<file path="src/rtl/mc_bus_pkg.sv">
// Shared MCU parallel-bus definitions: register addresses, ID word, STATUS layout
// and the read-responder FSM states. Also imported by the write decoder.
`timescale 1ns/1ps
package mc_bus_pkg;

  localparam logic [5:0] MC_ADDR_ID     = 6'h00;
  localparam logic [5:0] MC_ADDR_STATUS = 6'h01;
  localparam logic [5:0] MC_ADDR_FIFO   = 6'h02;
  localparam logic [5:0] MC_ADDR_PINS   = 6'h03;
  localparam logic [5:0] MC_ADDR_PWM    = 6'h19;

  localparam logic [15:0] MC_ID_VALUE = 16'hB9A1;

  localparam int STAT_OVERFLOW  = 15;
  localparam int STAT_UNDERFLOW = 14;
  localparam int STAT_EMPTY     = 13;
  localparam int STAT_FULL      = 12;
  localparam int STAT_LEVEL_W   = 6;

  typedef enum logic [1:0] {
    RD_ARM,
    RD_IDLE,
    RD_DRIVE
  } rd_state_e;

endpackage

</file>
<file path="src/rtl/sync_fifo.sv">
// Single-clock FIFO with first-word-fall-through head and a separate level counter.
// Push while full is accepted only when a pop happens on the same edge.
`timescale 1ns/1ps
module sync_fifo #(
  parameter int WIDTH   = 16,
  parameter int DEPTH   = 16,
  parameter int LEVEL_W = $clog2(DEPTH) + 1
) (
  input  logic               clock,
  input  logic               reset,
  input  logic               push,
  input  logic               pop,
  input  logic [WIDTH-1:0]   wdata,
  output logic [WIDTH-1:0]   rdata,
  output logic               full,
  output logic               empty,
  output logic [LEVEL_W-1:0] level
);

  localparam int PTR_W = $clog2(DEPTH);

  logic [WIDTH-1:0]   mem_q [DEPTH];
  logic [PTR_W-1:0]   wr_ptr_q, wr_ptr_d;
  logic [PTR_W-1:0]   rd_ptr_q, rd_ptr_d;
  logic [LEVEL_W-1:0] level_q, level_d;
  logic               push_ok, pop_ok;

  assign full    = (level_q == LEVEL_W'(DEPTH));
  assign empty   = (level_q == '0);
  assign level   = level_q;
  assign rdata   = mem_q[rd_ptr_q];
  assign pop_ok  = pop && !empty;
  assign push_ok = push && (!full || pop_ok);

  // NOTE: every always_comb output gets its default first, so no path can infer a latch.
  always_comb begin
    wr_ptr_d = wr_ptr_q;
    rd_ptr_d = rd_ptr_q;
    level_d  = level_q;
    if (push_ok) wr_ptr_d = wr_ptr_q + PTR_W'(1);
    if (pop_ok)  rd_ptr_d = rd_ptr_q + PTR_W'(1);
    case ({push_ok, pop_ok})
      2'b10:   level_d = level_q + LEVEL_W'(1);
      2'b01:   level_d = level_q - LEVEL_W'(1);
      default: level_d = level_q;
    endcase
  end

  // NOTE: sequential state uses non-blocking assignments only.
  always_ff @(posedge clock) begin
    if (reset) begin
      wr_ptr_q <= '0;
      rd_ptr_q <= '0;
      level_q  <= '0;
    end else begin
      wr_ptr_q <= wr_ptr_d;
      rd_ptr_q <= rd_ptr_d;
      level_q  <= level_d;
    end
  end

  // NOTE: storage is not reset; the level counter alone defines which entries are valid.
  always_ff @(posedge clock) begin
    if (push_ok) mem_q[wr_ptr_q] <= wdata;
  end

endmodule

</file>
<file path="src/rtl/mc_read_responder.sv">
// MCU parallel-bus read path: synchronises the async strobes, decodes the address and
// holds registered read data on mc_data while the MCU read is active; owns the sample FIFO.
`timescale 1ns/1ps
module mc_read_responder
  import mc_bus_pkg::*;
#(
  parameter int MC_DATA_WIDTH = 16,
  parameter int MC_ADD_WIDTH  = 6,
  parameter int FIFO_DEPTH    = 16,
  parameter int SYNC_STAGES   = 2
) (
  input  logic                     clock,
  input  logic                     reset,
  input  logic                     mc_ce,
  input  logic                     mc_oe,
  input  logic [MC_ADD_WIDTH-1:0]  mc_add,
  output logic [MC_DATA_WIDTH-1:0] mc_dout,
  output logic                     mc_doe,
  input  logic [MC_DATA_WIDTH-1:0] cfg_pwm,
  input  logic [4:0]               pin_state,
  input  logic                     sample_valid,
  input  logic [MC_DATA_WIDTH-1:0] sample_data,
  output logic [5:0]               fifo_level
);

  localparam logic [MC_ADD_WIDTH-1:0] A_ID     = MC_ADD_WIDTH'(MC_ADDR_ID);
  localparam logic [MC_ADD_WIDTH-1:0] A_STATUS = MC_ADD_WIDTH'(MC_ADDR_STATUS);
  localparam logic [MC_ADD_WIDTH-1:0] A_FIFO   = MC_ADD_WIDTH'(MC_ADDR_FIFO);
  localparam logic [MC_ADD_WIDTH-1:0] A_PINS   = MC_ADD_WIDTH'(MC_ADDR_PINS);
  localparam logic [MC_ADD_WIDTH-1:0] A_PWM    = MC_ADD_WIDTH'(MC_ADDR_PWM);

  logic [SYNC_STAGES-1:0]  ce_sync_q, ce_sync_d;
  logic [SYNC_STAGES-1:0]  oe_sync_q, oe_sync_d;
  logic [MC_ADD_WIDTH-1:0] add_sync_q [SYNC_STAGES];
  logic [MC_ADD_WIDTH-1:0] add_sync_d [SYNC_STAGES];

  always_comb begin
    ce_sync_d[0]  = mc_ce;
    oe_sync_d[0]  = mc_oe;
    add_sync_d[0] = mc_add;
    for (int i = 1; i < SYNC_STAGES; i++) begin
      ce_sync_d[i]  = ce_sync_q[i-1];
      oe_sync_d[i]  = oe_sync_q[i-1];
      add_sync_d[i] = add_sync_q[i-1];
    end
  end

  // NOTE: synchronisers are deliberately not reset so they track the pins during reset;
  // that lets ARM see a read already in flight when reset releases.
  always_ff @(posedge clock) begin
    ce_sync_q  <= ce_sync_d;
    oe_sync_q  <= oe_sync_d;
    add_sync_q <= add_sync_d;
  end

  logic                    rd_act;
  logic [MC_ADD_WIDTH-1:0] addr_s;
  assign rd_act = !ce_sync_q[SYNC_STAGES-1] && !oe_sync_q[SYNC_STAGES-1];
  assign addr_s = add_sync_q[SYNC_STAGES-1];

  logic [MC_DATA_WIDTH-1:0] fifo_rdata;
  logic                     fifo_full, fifo_empty, fifo_pop;
  logic [5:0]               fifo_lvl;

  sync_fifo #(
    .WIDTH   (MC_DATA_WIDTH),
    .DEPTH   (FIFO_DEPTH),
    .LEVEL_W (6)
  ) u_fifo (
    .clock (clock),
    .reset (reset),
    .push  (sample_valid),
    .pop   (fifo_pop),
    .wdata (sample_data),
    .rdata (fifo_rdata),
    .full  (fifo_full),
    .empty (fifo_empty),
    .level (fifo_lvl)
  );

  assign fifo_level = fifo_lvl;

  rd_state_e                state_q, state_d;
  logic [MC_ADD_WIDTH-1:0]  addr_q, addr_d;
  logic [MC_DATA_WIDTH-1:0] mc_dout_q, mc_dout_d;
  logic                     mc_doe_q, mc_doe_d;
  logic                     ovf_q, ovf_d;
  logic                     udf_q, udf_d;
  logic [MC_DATA_WIDTH-1:0] rd_mux;
  logic                     drive_exit;

  // Empty FIFO reads return zero rather than whatever stale word sits at the head.
  always_comb begin
    rd_mux = '0;
    unique case (addr_s)
      A_ID: rd_mux = MC_DATA_WIDTH'(MC_ID_VALUE);
      A_STATUS: begin
        rd_mux[STAT_OVERFLOW]      = ovf_q;
        rd_mux[STAT_UNDERFLOW]     = udf_q;
        rd_mux[STAT_EMPTY]         = fifo_empty;
        rd_mux[STAT_FULL]          = fifo_full;
        rd_mux[STAT_LEVEL_W-1:0]   = fifo_lvl;
      end
      A_FIFO:  rd_mux = fifo_empty ? '0 : fifo_rdata;
      A_PINS:  rd_mux = MC_DATA_WIDTH'(pin_state);
      A_PWM:   rd_mux = cfg_pwm;
      default: rd_mux = '0;
    endcase
  end

  always_comb begin
    state_d    = state_q;
    addr_d     = addr_q;
    mc_dout_d  = mc_dout_q;
    mc_doe_d   = mc_doe_q;
    drive_exit = 1'b0;
    unique case (state_q)
      RD_ARM: begin
        mc_doe_d = 1'b0;
        if (!rd_act) state_d = RD_IDLE;
      end
      RD_IDLE: begin
        if (rd_act) begin
          addr_d    = addr_s;
          mc_dout_d = rd_mux;
          mc_doe_d  = 1'b1;
          state_d   = RD_DRIVE;
        end
      end
      RD_DRIVE: begin
        if (!rd_act) begin
          mc_doe_d   = 1'b0;
          drive_exit = 1'b1;
          state_d    = RD_IDLE;
        end
      end
      default: begin
        mc_doe_d = 1'b0;
        state_d  = RD_ARM;
      end
    endcase
  end

  // Side effects fire on the DRIVE exit edge so the driven word never changes under the MCU.
  logic stat_clr, udf_set, ovf_set;
  assign fifo_pop = drive_exit && (addr_q == A_FIFO) && !fifo_empty;
  assign udf_set  = drive_exit && (addr_q == A_FIFO) && fifo_empty;
  assign stat_clr = drive_exit && (addr_q == A_STATUS);
  assign ovf_set  = sample_valid && fifo_full && !fifo_pop;

  always_comb begin
    ovf_d = ovf_q;
    udf_d = udf_q;
    if (stat_clr) begin
      ovf_d = 1'b0;
      udf_d = 1'b0;
    end
    if (ovf_set) ovf_d = 1'b1;
    if (udf_set) udf_d = 1'b1;
  end

  always_ff @(posedge clock) begin
    if (reset) begin
      state_q   <= RD_ARM;
      addr_q    <= '0;
      mc_dout_q <= '0;
      mc_doe_q  <= 1'b0;
      ovf_q     <= 1'b0;
      udf_q     <= 1'b0;
    end else begin
      state_q   <= state_d;
      addr_q    <= addr_d;
      mc_dout_q <= mc_dout_d;
      mc_doe_q  <= mc_doe_d;
      ovf_q     <= ovf_d;
      udf_q     <= udf_d;
    end
  end

  assign mc_dout = mc_dout_q;
  assign mc_doe  = mc_doe_q;

endmodule

</file>
<file path="config.mk">
export PLATFORM = sky130hd
export DESIGN_NAME = mc_read_responder
export DESIGN_NICKNAME = d
export VERILOG_FILES = /design/src/rtl/mc_bus_pkg.sv /design/src/rtl/sync_fifo.sv /design/src/rtl/mc_read_responder.sv
export SDC_FILE = /design/constraint.sdc
export NUM_CORES = 1
export LEC_CHECK = 0
export CAP_MARGIN = 20
export CORE_UTILIZATION = 45
export CTS_CLUSTER_DIAMETER = 40
export DETAILED_ROUTE_END_ITERATION = 10
export GPL_TIMING_DRIVEN = 0
export SYNTH_ARGS = -nofsm -noshare
export SYNTH_HDL_FRONTEND = slang
export SYNTH_SLANG_ARGS = --single-unit
export TNS_END_PERCENT = 20
</file>
<file path="constraint.sdc">
create_clock -name clock -period 3.9 [get_ports clock]
set_clock_uncertainty 0.05 [all_clocks]
set_input_delay 0.975 -clock clock [delete_from_list [all_inputs] [get_ports clock]]
set_output_delay 0.975 -clock clock [all_outputs]
set_load 0.02 [all_outputs]
</file>
==> results.yml <==
finish:
  fin_util_pct: 56.52
  layout.nets: 892
  nFillCells: 2061
  fin_cells: 1243
  drive_gt1_share_pct: 25.14
  final_cell_mix: "256 x edfxtp_1, 69 x clkdlybuf4s50_1, 64 x mux4_2"
  design_area_mm2: 0.01532
  synthToLayoutAreaGrowth_pct: 22.85
  num_antenna_cells: 0
  final_common_cell: "edfxtp_1"
drt:
  vias_per_cell: 5.628
  firstDrtPassIters: 5
  post_drt_wl_per_cell_um: 23.44
  drt_iter0_markers: 610
  antenna_left: 0
  finalWirelength_um: 29140
  drc_errors: 0
  vias: 6996
placement:
  gp_congestion: 0.8475
  pre_cts_ws_ns: 0.4093
  portBuffers: 69
  dpl_cell_area_mm2: 0.01395
  place_inst: 1166
  dp_hpwl_um: 19960
floorplanning:
  fp-row-count: 60
  dieArea_mm2: 0.02838
  start_util_pct: 46.01
  die_width_um: 168.5
  die_y_um: 168.5
  coreArea_mm2: 0.02710
  io_pins: 71
synth:
  yosysSeqAreaShare_pct: 71.44
  syn_area_mm2: 0.01247
  ys_seq_elements: 317
  syn-instance-count: 705
  synth_area_per_cell_um2: 17.69
  synth_nets: 759
  synthFlopType: "edfxtp_1"
  synthArstFlopShare_pct: 0
  synthDistinctLibCells: 59
  yosysWarnings: 0
  synth_edf_count: 256
grt:
  grt_usage_pct: 21.03
  grt_max_degree: 17
  antenna_found_initial: 0
  overflow: 0
  grt_pass1_wl_um: 43830
  grt_pass1_vias: 7084
sta:
  finalCriticalPeriod_ns: 3.220
  fmax_mhz: 310.6
  setup_violations: 0
  slew-limit-headroom_pct: 25.33
  worst_pin_slew_ns: 1.110
  grt_setup_unrepaired: "false"
  final_max_slew_viol_count: 0
  fin_crit_sh_pct: 82.57
  fin_ws_ns: 0.6800
  hold_violations: 0
clock_network:
  cts_hold_buf: 0
  numCtsBuffers: 42
  clock_path_buffers: 3
  cts.sinks: 317
  cts_root_buffer: "clkbuf_16"
  h-tree-depth: 2
  cts_setup_buffers: 0
  clk_pin_slew_ns: 0.05
  cts_resized: 0
  clk_latency_ns: 0.52
  cts_tree: "done"
hold_path:
  holdPathEnd: "ce_sync_q[1]"
  whs_path_depth: 0
  worstHoldStart: "ce_sync_q[0]"
  hold_path.class: "flip-flop to flip-flop"
worst_setup_path:
  cp-end-kind: "flip-flop"
  reg2reg_from: "addr_q[5]"
  rr_worst_depth: 7
  start_kind: "flip-flop"
  cp.arrival_ns: 3.39
  worst_ep_required_time_ns: 4.07
  timing.rr.end: "u_fifo.mem_q[1][13]"
  reg2reg_setup_slack_ns: 0.68
  worstSetupPathType: "flip-flop to flip-flop"
  critPathMaxFanout: 8
run:
  cap_violations: 0
power_and_ir_drop:
  ir_drop_mv: 0.2520
  cellPowerDensity_mw_per_mm2: 502.1
  p_leak_nw: 4.901
outcome:
  status: "finished, final reports clean"
power breakdown:
group	switching (mW)	internal, mW	leakage (nW)
sequential	0.0237	3.71	2.81
combinational	0.163	0.122	1.43
clock	1.41	2.27	0.656
registers in the layout (all words and copies together), names as in the netlist, named ones only:
signal / flops
u_fifo.mem_q: 256
mc_dout: 16
add_sync_d: 6
addr_q: 6
addr_s: 6
u_fifo.level: 6
u_fifo.rd_ptr_q: 4
u_fifo.wr_ptr_q: 4
ce_sync_q: 2
oe_sync_q: 2
state_q: 2
mc_doe: 1
ovf_q: 1
udf_q: 1
synthesized netlist by cell type, drive strengths merged (2+ instances only):
cell type    n  area (um^2)
edfxtp     256         7687
mux4        64         1441
dfxtp       61         1221
nand2       44        172.7
nor2        44        165.2
buf         25        151.4
mux2i       21        210.2
a21oi       18        90.09
mux2        15        168.9
a221oi      14        128.9
clkbuf      14        66.31
nor3        10        55.05
nand3        9        45.04
a211oi       8        65.06
nor2b        8        50.05
a22oi        7        52.55
a21bo        6        60.06
a2bb2oi      6        52.55
ha           6        75.07
inv          6        22.52
o21ai        6        30.03
nand2b       5        31.28
nor4         5        31.28
xor2         5        43.79
a311oi       4        35.03
or4          4        33.78
xnor2        4        35.03
and2         3        18.77
nand4        3        18.77
o211ai       3        22.52
a31oi        2        12.51
a41oi        2        17.52
o311ai       2        17.52
final cells by class:
cell class	count	area (um^2)	area share, %
clock buffer	52	1166	7.613
buffer	40	226.5	1.478
tap	372	465.4	3.038
multi-input combinational	342	3362	21.95
clock inverter	25	202.7	1.323
timing repair buffer	89	964.7	6.297
sequential	317	8909	58.16
inverter	6	22.52	0.1470
logic make-up (layout without fill, tap and decap cells):
family,count (synthesis),after routing,share of synthesized area [%]
AND/OR/NAND/NOR,141,141,5.358
buffers and inverters,46,212,1.997
flip-flops,317,317,71.44
XOR/XNOR,9,9,0.6321
multiplexers,100,100,14.60
AO/OA/AOI/OAI,86,86,5.368
adder cells (fa/ha/maj),6,6,0.6020
routing by layer:
layer  up-vias  global-route usage, %  share of wire, %
met4         0                  6.047               2.4
met2       267                  34.53                48
li1       3088                      -                 -
met5         -                      0                 0
met3        60                  3.531               6.1
met1      3581                  29.08                44
through the flow:
| stage | TNS (ns) | hold WS (ns) | power, mW |
|---|---|---|---|
| after floorplan | 0 | 0.2596 | 3.924 |
| after global placement | -106.39 | 0.2635 | 4.061 |
| after detailed placement | 0 | 0.2654 | 4.086 |
| after CTS | 0 | 0.2781 | 7.752 |
| after global routing | 0 | 0.2808 | 7.917 |
| final | 0 | 0.2743 | 7.691 |
how the worst max path moves through the flow:
| stage | endpoint | slack [ns] | cells past startpoint | startpoint |
|---|---|---|---|---|
| global placement | u_fifo.mem_q[3][13] | -1.34 | 4 | sample_valid |
| finish | u_fifo.mem_q[1][13] | 0.68 | 7 | addr_q[5] |
| global route | u_fifo.mem_q[1][12] | 0.55 | 7 | addr_q[5] |
| detailed placement | u_fifo.mem_q[3][0] | 0.41 | 6 | sample_valid |
| floorplan | u_fifo.mem_q[3][0] | 0.81 | 3 | sample_valid |
| CTS | u_fifo.mem_q[1][12] | 0.72 | 7 | addr_q[5] |
worst max-delay path: stages, from the launching register on:
cell and delay [ns]:
dfxtp_1 0.31, nor4_1 0.66, nand4_1 0.37, a21boi_2 0.40, nand2_1 0.24, nor3_2 0.47, buf_6 0.24, buf_6 0.18
Power figures use the tool's default switching activity.
